--- config.mk ---
export PLATFORM = sky130hd
export DESIGN_NAME = local_flit_receiver
export DESIGN_NICKNAME = d
export VERILOG_FILES = /design/src/rtl/noc_pkg.sv /design/src/rtl/pkt_fifo.sv /design/src/rtl/local_flit_receiver.sv
export SDC_FILE = /design/constraint.sdc
export NUM_CORES = 1
export LEC_CHECK = 0
export CORE_MARGIN = 2
export CORE_UTILIZATION = 50
export DETAILED_ROUTE_END_ITERATION = 10
export GPL_TIMING_DRIVEN = 0
export MAX_ROUTING_LAYER = met4
export PLACE_DENSITY = 0.69
export SYNTH_ARGS = -nofsm -noshare
export SYNTH_HDL_FRONTEND = slang
export SYNTH_HIERARCHICAL = 1
export SYNTH_SLANG_ARGS = --single-unit
--- constraint.sdc ---
create_clock -name clk -period 5.6 [get_ports clk]
set_input_delay 1.12 -clock clk [delete_from_list [all_inputs] [get_ports clk]]
set_output_delay 1.12 -clock clk [all_outputs]
set_load 0.03 [all_outputs]
--- src/rtl/noc_pkg.sv ---
// Shared packet/flit geometry and receive-state encoding for the local flit receiver.
package noc_pkg;
    localparam int PACKET_SIZE   = 32;
    localparam int FLIT_SIZE     = 4;
    localparam int FLITS_PER_PKT = PACKET_SIZE / FLIT_SIZE;

    typedef enum logic {RX_IDLE, RX_ASSEMBLE} rx_state_t;
endpackage

--- src/rtl/pkt_fifo.sv ---
// Show-ahead packet FIFO with a registered head: a push into an empty FIFO
// becomes visible on head_valid one cycle later. A push into a full FIFO with no pop is dropped.
module pkt_fifo #(
    parameter int WIDTH = 32,
    parameter int DEPTH = 4,
    localparam int PW = $clog2(DEPTH),
    localparam int CW = $clog2(DEPTH + 1)
) (
    input  logic             clk,
    input  logic             reset,
    input  logic             push,
    input  logic [WIDTH-1:0] push_data,
    input  logic             ready,
    output logic [WIDTH-1:0] head_data,
    output logic             head_valid,
    output logic [CW-1:0]    next_count,
    output logic             dropped
);
    logic [WIDTH-1:0] mem [DEPTH];
    logic [PW-1:0]    wr_ptr, rd_ptr, rd_next;
    logic [CW-1:0]    count, after_pop;
    logic             pop, do_push;

    // NOTE: every always_comb output gets a value on every path, so no latch is inferred.
    always_comb begin
        pop        = head_valid && ready;
        do_push    = push && ((count != CW'(DEPTH)) || pop);
        dropped    = push && !do_push;
        rd_next    = rd_ptr + PW'(pop);
        after_pop  = count - CW'(pop);
        next_count = after_pop + CW'(do_push);
    end

    // NOTE: storage is left unreset; count and head_valid alone decide what is meaningful.
    always_ff @(posedge clk) begin
        if (do_push) mem[wr_ptr] <= push_data;
    end

    // NOTE: registered state uses non-blocking assignments so all updates see pre-edge values.
    always_ff @(posedge clk) begin
        if (!reset) begin
            wr_ptr     <= '0;
            rd_ptr     <= '0;
            count      <= '0;
            head_valid <= 1'b0;
            head_data  <= '0;
        end else begin
            wr_ptr     <= wr_ptr + PW'(do_push);
            rd_ptr     <= rd_next;
            count      <= next_count;
            // Head reloads from storage only; this edge's push shows up next cycle.
            head_valid <= (after_pop != '0);
            if (after_pop != '0) head_data <= mem[rd_next];
        end
    end
endmodule

--- src/rtl/local_flit_receiver.sv ---
// Reassembles 8 LS-nibble-first flits into 32-bit packets and queues them for the neuron core.
// Optional idle-timeout discard of partial packets is built when RX_TIMEOUT_EN is defined.
module local_flit_receiver
    import noc_pkg::*;
#(
    parameter int FIFO_DEPTH = 4
`ifdef RX_TIMEOUT_EN
    , parameter int TIMEOUT_CYCLES = 255
`endif
) (
    input  logic                   clk,
    input  logic                   reset,
    input  logic [FLIT_SIZE-1:0]   flit_in,
    input  logic                   write_req,
    output logic                   neuron_full,
    output logic [PACKET_SIZE-1:0] pkt_data,
    output logic                   pkt_valid,
    input  logic                   pkt_ready,
    output logic                   overflow_err,
    output logic                   timeout_err
);
    localparam int FCW  = $clog2(FLITS_PER_PKT);
    localparam int CNTW = $clog2(FIFO_DEPTH + 1);
    localparam int SRW  = PACKET_SIZE - FLIT_SIZE;

    rx_state_t              state;
    logic [FCW-1:0]         flit_cnt;
    logic [SRW-1:0]         shift_reg;
    logic [PACKET_SIZE-1:0] assembled;
    logic                   last_flit;
    logic                   timeout_hit;
    logic [CNTW-1:0]        next_count;
    logic                   dropped;

    // The shift register keeps the previous seven flits; the live flit completes the word.
    assign assembled = {flit_in, shift_reg};
    assign last_flit = (state == RX_ASSEMBLE) && write_req && (flit_cnt == FCW'(FLITS_PER_PKT - 1));

    always_ff @(posedge clk) begin
        if (!reset) begin
            state     <= RX_IDLE;
            flit_cnt  <= '0;
            shift_reg <= '0;
        end else if (write_req) begin
            shift_reg <= assembled[PACKET_SIZE-1:FLIT_SIZE];
            if (last_flit) begin
                state    <= RX_IDLE;
                flit_cnt <= '0;
            end else begin
                state    <= RX_ASSEMBLE;
                flit_cnt <= flit_cnt + 1'b1;
            end
        end else if (timeout_hit) begin
            state     <= RX_IDLE;
            flit_cnt  <= '0;
            shift_reg <= '0;
        end
    end

`ifdef RX_TIMEOUT_EN
    localparam int TW = $clog2(TIMEOUT_CYCLES + 1);
    logic [TW-1:0] idle_cnt;

    assign timeout_hit = (state == RX_ASSEMBLE) && !write_req && (idle_cnt == TW'(TIMEOUT_CYCLES - 1));

    always_ff @(posedge clk) begin
        if (!reset) begin
            idle_cnt    <= '0;
            timeout_err <= 1'b0;
        end else begin
            if ((state != RX_ASSEMBLE) || write_req || timeout_hit) idle_cnt <= '0;
            else                                                   idle_cnt <= idle_cnt + 1'b1;
            if (timeout_hit) timeout_err <= 1'b1;
        end
    end
`else
    assign timeout_hit = 1'b0;
    assign timeout_err = 1'b0;
`endif

    pkt_fifo #(.WIDTH(PACKET_SIZE), .DEPTH(FIFO_DEPTH)) u_fifo (
        .clk        (clk),
        .reset      (reset),
        .push       (last_flit),
        .push_data  (assembled),
        .ready      (pkt_ready),
        .head_data  (pkt_data),
        .head_valid (pkt_valid),
        .next_count (next_count),
        .dropped    (dropped)
    );

    // One slot stays free for the packet the router may already have in flight.
    always_ff @(posedge clk) begin
        if (!reset) begin
            neuron_full  <= 1'b0;
            overflow_err <= 1'b0;
        end else begin
            neuron_full <= (next_count >= CNTW'(FIFO_DEPTH - 1));
            if (dropped) overflow_err <= 1'b1;
        end
    end
endmodule

# [Word-level counts from Yosys, hierarchy flattened]
# Memories as Yosys holds them, arrays and structs flattened. A register that Yosys moved wholly into a read port is not among the register bits.
# Cells that the tools add are included.
[totals] reg_bits=42 latch_bits=0 mem_bits_rw=128 mem_bits_ro=0 word_cells=31 memories=1
[mem_list] memory="u_fifo.mem" depth=4 word_bits=32 rd=1 rd_ports_with_merged_regs=1 wr=1 line_no="pkt_fifo.sv:19" source="logic [WIDTH-1:0] mem [DEPTH];"
[op_classes] n_addsub=5 mul=0 div_mod_pow=0 n_lt_le_gt_ge=1 n_eq_ne=2 shifts=0 n_mux=4 n_bitwise=0 reduce_logical=9
[ops] op="1-bit logical AND" count=5
[ops] op="2-bit by 1-bit adder with 2-bit output" count=2
[ops] op="3-bit by 1-bit adder with 3-bit output" count=1
[ops] op="3-bit by 1-bit adder with 3-bit output (second input constant)" count=1
[ops] op="3-bit == test (second input constant)" count=1
[ops] op="3-bit by 2-bit >= comparator with 1-bit output (second input constant)" count=1
[ops] op="1-bit 2-to-1 mux" count=3
[ops] op="3-bit 2-to-1 mux" count=1
[ops] op="3-bit inequality test (second input constant)" count=1
[ops] op="3-bit nonzero test" count=1
[ops] op="3-bit by 1-bit subtractor with 3-bit output" count=1
[ops] op="1-bit zero test" count=2
[ops] op="1-bit logical OR" count=1

# [Longest topological paths before layout]
# Gate-level depths: netlist (run 1).
[logic_depth] ltp_word=5 depth_mapped=10 ltp_nobuf=10

# [Modules after synthesis]
# Netlist (run 1), hierarchy kept.
[modules_own_cells] module="pkt_fifo" instances=1 cells_each=282 area_per_inst_um2=6068.3 seq_area_each_um2=4644.5
[modules_own_cells] module="local_flit_receiver" instances=1 cells_each=117 area_per_inst_um2=1346.3 seq_area_each_um2=680.7

# [Least setup slack after synthesis (run 1)]
# No wires, ideal clock.
[synth_timing] kind="input to register" start="in write_req" end="mem u_fifo.mem[1][0], enable pin" setup_time_ns=0.468 t_arrival_ns=4.101 setup_slack_ns=1.031 cell_stages=5 path_buffers=2 cell_sequence="buf_6 -> buf_8 -> and3_1 -> o21ai_1 -> nor3b_1"
[synth_via] elab_chain_cells=5
[synth_lines] item="start: declaration" line_no="local_flit_receiver.sv:14" source="input logic write_req,"
[synth_lines] item="1-bit logical AND (2 in series)" line_no="local_flit_receiver.sv:37" source="assign last_flit = (state == RX_ASSEMBLE) && write_req && (flit_cnt == FCW'(FLITS_PER_PKT - 1));"
[synth_lines] item="named net last_flit" line_no="local_flit_receiver.sv:30" source="logic last_flit;"
[synth_lines] item="1-bit logical AND" line_no="pkt_fifo.sv:27" source="do_push = push && ((count != CW'(DEPTH)) || pop);"
[synth_lines] item="1-bit 2-to-1 mux" line_no="pkt_fifo.sv:36" source="if (do_push) mem[wr_ptr] <= push_data;"
[synth_lines] item="1-bit 2-to-1 mux (not written as such)" line_no="pkt_fifo.sv:36"
[synth_lines] item="end: declaration" line_no="pkt_fifo.sv:19"
# The timed path passes the listed nets, and every way through them passes these cells.

# [Worst setup path in the final report (run 1)]
[layout_timing] start="in pkt_ready" end="mem u_fifo.mem[3][13], enable pin"
[layout_via] elab_chain_cells=5
[layout_lines] item="start: declaration" line_no="local_flit_receiver.sv:18" source="input logic pkt_ready,"
[layout_lines] item="1-bit logical AND" line_no="pkt_fifo.sv:26" source="pop = head_valid && ready;"
[layout_lines] item="1-bit logical OR" line_no="pkt_fifo.sv:27"
[layout_lines] item="1-bit logical AND" line_no="pkt_fifo.sv:27"
[layout_lines] item="1-bit 2-to-1 mux" line_no="pkt_fifo.sv:36"
[layout_lines] item="1-bit 2-to-1 mux (not written as such)" line_no="pkt_fifo.sv:36"
# Every way passes these cells.

==> metrics.cfg, run 1 <==
[logic_synthesis]
syn_area_um2 = 7415
synth_cells = 399
synth_area_leaders = edfxtp_1, dfxtp_1, mux4_2, mux2i_1, a22o_1
yosys.area_share.simple_pct = 4.202
ys_seq_elements = 202
muxShareOfSynthArea_pct = 13.63
async_reset_ff_share_pct = 0
synth_most_common_cell = edfxtp_1
avgSynthCellArea_um2 = 18.58
ys_types = 35
seq_area_frac_synth_pct = 71.82
synth_xor_xnor_area_share_pct = 0.6750
synth_top_cell_by_area = edfxtp_1
syn_nets = 415
synth_top_family_by_area = multiplexers
synth_warnings = 6
synth_compound_area_share_pct = 4.792
yosysTopAreaCellShare_pct = 51.84
synthFlopType = edfxtp_1
yosys-top-cells-count = edfxtp_1, dfxtp_1, mux4_2, a22o_1, nor2b_1
synth_edf_count = 128
synth-adder-area-share_pct = 1.350

[routing]
wl_per_cell_um = 19.73
routed_wl_mm = 13.22
ant_nets = 0
vias = 3673
drt-pass1-iter-count = 4
via_per_inst = 5.482
drcViolationCount = 0
drt_iter0_drc = 230

[finish]
antenna_cells = 0
drive_above_1_share_pct = 20.37
utilization_pct = 60.55
largest_reg_flops = 128
area_growth_syn_to_layout_pct = 18.68
nNetsFinal = 488

[hold_path]
hold_path.class = reg2reg

[sta]
drv_slew = 0
finClkSkew_ns = 0.007285
setup_viol = 0
max_freq_mhz = 354.4
relSlewSlack_pct = 36.59
hold_viol = 0
rsz0062_at_grt = no
min_period_ns = 2.822
timing.hold.ws_ns = 0.4690
period_share_pct = 50.39
tightest_slew_ns = 0.9512

[critical_path]
crit_chain = clkdlybuf4s50_1 > a211o_1 > o21ai_1 > inv_1 > and3_2
cp.required_ns = 5.69
crit_path_max_incr_delay_ns = 0.56
slowest_stage = and3_2
cp-start-kind = input port
worst_setup_path_end_kind = register
crit_path_max_fanout = 32
worst-path-buf-inv = 2
critical_path_class = in2reg
crit_family = compound AO/OA/AOI/OAI gates
crit_arrival_ns = 2.91

[global_routing]
grt_pass1_wl_mm = 21.06
gr-total-overflow = 0
grt_pass1_vias = 3845
grtUsageTotal_pct = 17.65
grt_max_degree = 33
antenna_found_initial = 0

[pwr]
total_leakage_power_nw = 3.127
power_density_nw_per_um2 = 448.6
switching_power_w = 0.001066
pwr-share-comb_pct = 24.3
power_switching_share_pct = 27.01
seq_power_share_pct = 43.8
clkPwrFrac_pct = 31.8
internal_power_w = 0.002881
ir_worst_vdd_mv = 0.3425

[floorplan]
initial_core_util_pct = 51.02
io_pins = 44
rows = 44
coreArea_um2 = 14530
dieArea_um2 = 15820
die_h_um = 125.8
die_w_um = 125.8

[clocking]
clk_pin_slew_ns = 0.06
htree_levels = 1
cts_setup_buffers = 0
cts-root-buf = clkbuf_16
post_cts_resize_count = 0
clkLatencyLatePin_ns = 0.47
cts_tree = yes
cts_buffers = 21
clockBufferDepth = 3
numClockSinks = 202
hold_buffers = 0

[status]
outcome = finished, final reports clean

[placed_design]
dpl.hpwl_mm = 8.300
place.gp.congestion = 0.7430
io_buffers = 41

[job]
drv_cap = 0

[stage by stage]
stage	setup WS [ns]	instance area (µm²)	instances	power [W]	setup TNS, ns
2_1_floorplan	1.031	7415	399	0.002428	0
3_3_place_gp	-1.209	8055	624	0.002728	-101.21
3_5_place_dp	2.300	8169	633	0.002736	0
4_1_cts	2.786	8800	670	0.003996	0
5_1_grt	2.654	8800	670	0.004112	0
6_report	2.778	8800	670	0.003948	0
[cell families after synthesis]
| family | count (synthesis) |
|---|---|
| flip-flops | 202 |
| multiplexers | 61 |
| AND/OR/NAND/NOR | 51 |
| AO/OA/AOI/OAI | 41 |
| buffers and inverters | 31 |
| adder cells (fa/ha/maj) | 8 |
| XOR/XNOR | 4 |
| other | 1 |
[power by group through the flow]
stage	clock (W)	combinational, W	sequential [W]
after CTS	0.00129	0.000979	0.00173
final	0.00126	0.000961	0.00173
after global routing	0.00135	0.00102	0.00174
after global placement	0	0.000969	0.00176
after detailed placement	0	0.000974	0.00176
after floorplan	0	0.000500	0.00193
[area by class of cell]
| class | count | area (µm²) |
|---|---|---|
| Clock buffer | 29 | 595.6 |
| Buffer | 22 | 224.0 |
| Sequential cell | 202 | 5325 |
| Tap cell | 184 | 230.2 |
| Fill cell | 1070 | 5734 |
| Timing Repair Buffer | 50 | 508.0 |
| Inverter | 9 | 33.78 |
| Clock inverter | 8 | 35.03 |
| Multi-Input combinational cell | 166 | 1848 |
[path summary, 6_finish.rpt]
| check | from | to | slack [ns] | depth (start not counted) |
|---|---|---|---|---|
| max reg2reg | flit_cnt[0]$_SDFFE_PN0P_ | u_fifo/mem[3][13]$_DFFE_PP_ | 3.15 | 6 |
| min reg2reg | overflow_err$_SDFFE_PN0P_ | overflow_err$_SDFFE_PN0P_ | 0.47 | 1 |
| max | pkt_ready | u_fifo/mem[3][13]$_DFFE_PP_ | 2.78 | 5 |
| min | overflow_err$_SDFFE_PN0P_ | overflow_err$_SDFFE_PN0P_ | 0.47 | 1 |
[cell usage in the layout, fill, tap and decap left out, types with 2 or more instances in the layout]
master	n
edfxtp_1	128
nand2_1	2
clkinv_2	4
clkbuf_1	7
nor2_1	2
clkinv_1	4
xnor2_1	2
inv_1	9
buf_4	6
mux4_2	32
a21boi_1	2
nand2b_1	2
dfxtp_1	74
ha_1	8
buf_2	3
a22o_1	30
and2_1	6
buf_12	2
nor3b_2	2
clkdlybuf4s50_1	41
clkbuf_8	4
buf_6	12
nand3_1	2
buf_8	5
a22o_2	2
mux2i_1	29
nor2b_1	30
clkbuf_16	21
a21oi_1	2
[layer usage]
metal / part of all wire, % / track usage [%] / vias up / wire length (µm)
li1: - / - / 1692 / -
met4: 1.5 / 4.008 / 0 / 204
met1: 44 / 23.14 / 1881 / 5794
met3: 3.9 / 2.931 / 18 / 518
met2: 51 / 29.41 / 82 / 6699
met5: 0 / - / - / 0
Power figures use the tool's default switching activity.
==> run 2, diff against run 1 <==
clock period = 2.9 ns   (was 5.6 ns; I/O delays follow)
==> run 2 against run 1 <==
Effect of this change: hold slack got worse by 0.0018 ns; register-to-register slack worse by 2.8 ns; setup slack lost 2.4 ns; first-iteration DRC count down 8.7%; critical endpoint is now u_fifo/mem[3][10]$_DFFE_PP_; largest cell class unchanged.
==> metrics.cfg, run 2 (synthesized netlist as in run 1, its figures left out) <==
[finish]
largest_reg_flops = 128
area_growth_syn_to_layout_pct = 19.36
final_area_um2 = 8850
final_cell_mix = edfxtp_1, dfxtp_1, clkdlybuf4s50_1
antenna_cells = 0
drive_above_1_share_pct = 19.63
final_common_cell = edfxtp_1
nNetsFinal = 485
num-fill-cells = 1077

[status]
outcome = finished, final reports clean

[critical_path]
worst_setup_path_end_kind = register
crit_arrival_ns = 2.67
critical_path_class = reg2reg
cp-start-kind = register
crit_path_max_fanout = 32
cp.required_ns = 3.00

[global_routing]
grtUsageTotal_pct = 17.37
grt_pass1_vias = 3628
antenna_found_initial = 0
grt_pass1_wl_mm = 20.60
gr-total-overflow = 0
grt_max_degree = 33

[routing]
via_per_inst = 5.379
drt-pass1-iter-count = 4
ant_nets = 0
drt_iter0_drc = 210
drcViolationCount = 0
wl_per_cell_um = 19.84
vias = 3593
routed_wl_mm = 13.25

[pwr]
switching_power_w = 0.002096
total_leakage_power_nw = 3.136
power_switching_share_pct = 27.53
seq_power_share_pct = 44.0
power_density_nw_per_um2 = 860.2
ir_worst_vdd_mv = 0.6834
clkPwrFrac_pct = 31.6
internal_power_w = 0.005517
pwr-share-comb_pct = 24.4

[placed_design]
io_buffers = 41
pre_cts_ws_ns = -0.06005
dpl.hpwl_mm = 8.145
place.gp.congestion = 0.7105
postPlaceCellArea_um2 = 8230

[clocking]
cts_tree = yes
numClockSinks = 202
clkLatencyLatePin_ns = 0.49
cts-root-buf = clkbuf_16
cts_buffers = 21
post_cts_resize_count = 0
clk_pin_slew_ns = 0.06
hold_buffers = 0
clockBufferDepth = 3
htree_levels = 1
cts_setup_buffers = 0

[job]
drv_cap = 0

[sta]
period_share_pct = 88.58
tightest_slew_ns = 0.9337
finClkSkew_ns = 0.02169
setup_ws_ns = 0.3312
min_period_ns = 2.569
hold_viol = 0
setup_viol = 0
relSlewSlack_pct = 37.75
max_freq_mhz = 389.3
rsz0062_at_grt = no
drv_slew = 0

[floorplan]
coreArea_um2 = 14530
rows = 44
die_h_um = 125.8
io_pins = 44
dieArea_um2 = 15820
initial_core_util_pct = 51.02
die_w_um = 125.8

[hold_path]
hold_path.class = reg2reg

run 2: worst paths after layout:
path | startpoint | end | slack (ns) | cells past startpoint
hold / removal | overflow_err$_SDFFE_PN0P_ | overflow_err$_SDFFE_PN0P_ | 0.47 | 1
hold reg to reg | overflow_err$_SDFFE_PN0P_ | overflow_err$_SDFFE_PN0P_ | 0.47 | 1
setup reg to reg | flit_cnt[0]$_SDFFE_PN0P_ | u_fifo/mem[3][10]$_DFFE_PP_ | 0.33 | 6
setup / recovery | flit_cnt[0]$_SDFFE_PN0P_ | u_fifo/mem[3][10]$_DFFE_PP_ | 0.33 | 6
run 2: area by class of cell:
type	instances	area (µm²)	area share, %
flip-flops and latches	202	5325	60.17
multi-input cells	166	1867	21.09
clock buffers	27	568.0	6.419
repair buffers	47	550.5	6.221
well taps	184	230.2	2.601
plain buffers	22	224.0	2.531
clock inverters	11	51.30	0.5797
inverters	9	33.78	0.3817
run 2: power groups by stage:
| stage | logic (W) | registers, W | clock network [W] |
|---|---|---|---|
| 2_1_floorplan | 0.000963 | 0.00372 | 0 |
| 6_report | 0.00186 | 0.00335 | 0.00240 |
| 3_3_place_gp | 0.00186 | 0.00340 | 0 |
| 4_1_cts | 0.00188 | 0.00335 | 0.00246 |
| 3_5_place_dp | 0.00188 | 0.00341 | 0 |
| 5_1_grt | 0.00197 | 0.00338 | 0.00258 |
run 2: critical path: stages, from the launching register on:
cell     delay (ns)
dfxtp_1        0.37
ha_1           0.16
ha_1           0.18
and3_1         0.22
o21ai_1        0.23
inv_1          0.16
and3_2         0.82
run 2: routing by layer:
| layer | wire length (µm) | vias to the layer above | global-route usage [%] |
|---|---|---|---|
| met5 | 0 | - | - |
| met4 | 326 | 0 | 5.365 |
| met3 | 529 | 29 | 2.506 |
| met2 | 6445 | 78 | 27.79 |
| met1 | 5952 | 1806 | 23.45 |
| li1 | - | 1680 | - |
run 2: stage by stage:
step	power (W)	instances	hold slack, ns	utilization [%]	TNS [ns]
floorplan	0.004687	399	0.4519	-	-1.702
CTS	0.007696	668	0.4654	60.89	0
finish	0.007613	668	0.4672	60.89	0
detailed placement	0.005289	630	0.4581	56.63	-1.821
global placement	0.005260	624	0.4597	55.53	-136.51
global route	0.007924	668	0.4740	60.89	0
==> run 3, diff against run 2 <==
CORE_ASPECT_RATIO = 1.2   (was not set)
==> run 3 against run 2 <==
Effect of this change: final cell count grew 1.9%; register-to-register slack hardly changed; highest routed layer unchanged; sequential share of layout area about the same; sequential power is essentially flat; hold slack improved by 0.0025 ns; power decreased by 1.0%; clock power down 2%; largest cell class unchanged; global-route usage rose by 0.92 points; critical path type unchanged.
==> metrics.cfg, run 3 (synthesized netlist as in run 1, its figures left out) <==
[status]
outcome = finished, final reports clean

[routing]
routed_wl_mm = 13.35
vias = 3618
drcViolationCount = 0
ant_nets = 0
wl_per_cell_um = 19.61
drt_iter0_drc = 153
drt-pass1-iter-count = 5
via_per_inst = 5.313

[pwr]
total_leakage_power_nw = 3.124
ir_worst_vdd_mv = 0.5768
power_density_nw_per_um2 = 851.0

[floorplan]
die_h_um = 137.4
rows = 48
initial_core_util_pct = 51.23
die_w_um = 115.2
coreArea_um2 = 14470
io_pins = 44
dieArea_um2 = 15820

[finish]
final_common_cell = edfxtp_1
antenna_cells = 0
area_growth_syn_to_layout_pct = 19.39
multiInputGateArea_um2 = 1867
nNetsFinal = 484
num-fill-cells = 1076
final_cell_mix = edfxtp_1, dfxtp_1, clkdlybuf4s50_1
largest_reg_flops = 128
register_area_um2 = 5325
drive_above_1_share_pct = 19.54

[sta]
finClkSkew_ns = 0.01332
setup_ws_ns = 0.3344
setup_viol = 0
tightest_slew_ns = 0.7784
min_period_ns = 2.566
max_freq_mhz = 389.8
rsz0062_at_grt = no
drv_slew = 0
hold_viol = 0
timing.hold.ws_ns = 0.4697
period_share_pct = 88.47
relSlewSlack_pct = 47.94

[hold_path]
hp-start = overflow_err$_SDFFE_PN0P_
hold_path.class = reg2reg
hold_depth = 1
holdPathEnd = overflow_err$_SDFFE_PN0P_

[clocking]
cts_tree = yes
cts_setup_buffers = 0
cts_buffers = 19
clkLatencyLatePin_ns = 0.48
hold_buffers = 0
numClockSinks = 202
post_cts_resize_count = 0
htree_levels = 1
clk_pin_slew_ns = 0.06
clockBufferDepth = 3
cts-root-buf = clkbuf_16

[critical_path]
cp-start-kind = register
critical_path_class = reg2reg
r2r-start = flit_cnt[0]$_SDFFE_PN0P_
worstSetupStartpoint = flit_cnt[0]$_SDFFE_PN0P_
worst_setup_path_end_kind = register
r2r.worst_path.cells = 7
cp.required_ns = 3.10
rr_endpoint = u_fifo/mem[1][13]$_DFFE_PP_
rrSetupSlack_ns = 0.33
crit_path_max_fanout = 13
crit_arrival_ns = 2.76

[placed_design]
pre_cts_ws_ns = -0.1019
io_buffers = 41
place.gp.congestion = 0.7049
dpl.hpwl_mm = 8.806

[global_routing]
grt_pass1_wl_mm = 20.96
grtUsageTotal_pct = 18.29
grt_pass1_vias = 3816
grt_max_degree = 20
antenna_found_initial = 0
gr-total-overflow = 0

[job]
drv_cap = 0

[run 3: cell count changes in the layout (fill, tap and decap cells not counted)]
cell / delta
clkbuf_1: +4
clkinv_2: -1
clkbuf_16: -2
bufinv_16: +1
buf_8: +1
clkinv_1: -6
[run 3: worst max-delay path by stage]
stage                                             end  slack (ns)  depth (start not counted)
after global routing       u_fifo/mem[1][0]$_DFFE_PP_        0.12                          7
after global placement    u_fifo/mem[1][24]$_DFFE_PP_       -1.40                          4
final                     u_fifo/mem[1][13]$_DFFE_PP_        0.33                          7
after detailed placement  u_fifo/mem[3][12]$_DFFE_PP_       -0.10                          6
after CTS                  u_fifo/mem[1][0]$_DFFE_PP_        0.25                          7
after floorplan            u_fifo/mem[1][0]$_DFFE_PP_       -0.04                          5
[run 3: per-stage QoR]
| stage | util (%) | instances | instance area (µm²) | setup TNS (ns) | power [W] |
|---|---|---|---|---|---|
| finish | 61.16 | 681 | 8852 | 0 | 0.007533 |
| CTS | 61.16 | 681 | 8852 | 0 | 0.007619 |
| detailed placement | 57.11 | 647 | 8265 | -2.651 | 0.005275 |
| global placement | 55.90 | 640 | 8090 | -148.60 | 0.005248 |
| global route | 61.16 | 681 | 8852 | 0 | 0.007826 |
| floorplan | - | 399 | 7430 | -1.702 | 0.004687 |
[run 3: metal layers]
metal  vias to the layer above  GRT usage, %  wire [µm]
li1                       1677             -          -
met1                      1837         22.45       5369
met2                        81         31.44       7012
met3                        23         2.772        671
met4                         0         5.756        299
met5                         -             -          0
[run 3: report_power, final]
group          switching [W]  internal [W]
Clock               0.000986       0.00136
Combinational       0.000937      0.000902
Sequential          0.000113       0.00323
[run 3: layout make-up]
type	instances	area share [%]
plain buffers	22	2.530
clock buffers	29	6.021
clock inverters	5	0.6078
inverters	9	0.3816
multi-input cells	166	21.09
flip-flops and latches	202	60.16
well taps	200	2.827
repair buffers	48	6.389
[run 3: critical path: stages (launching register included)]
cell	delay, ns
dfxtp_1	0.36
ha_1	0.16
ha_1	0.18
and3_1	0.22
o21ai_1	0.23
nor3b_4	0.71
buf_8	0.25
buf_16	0.16
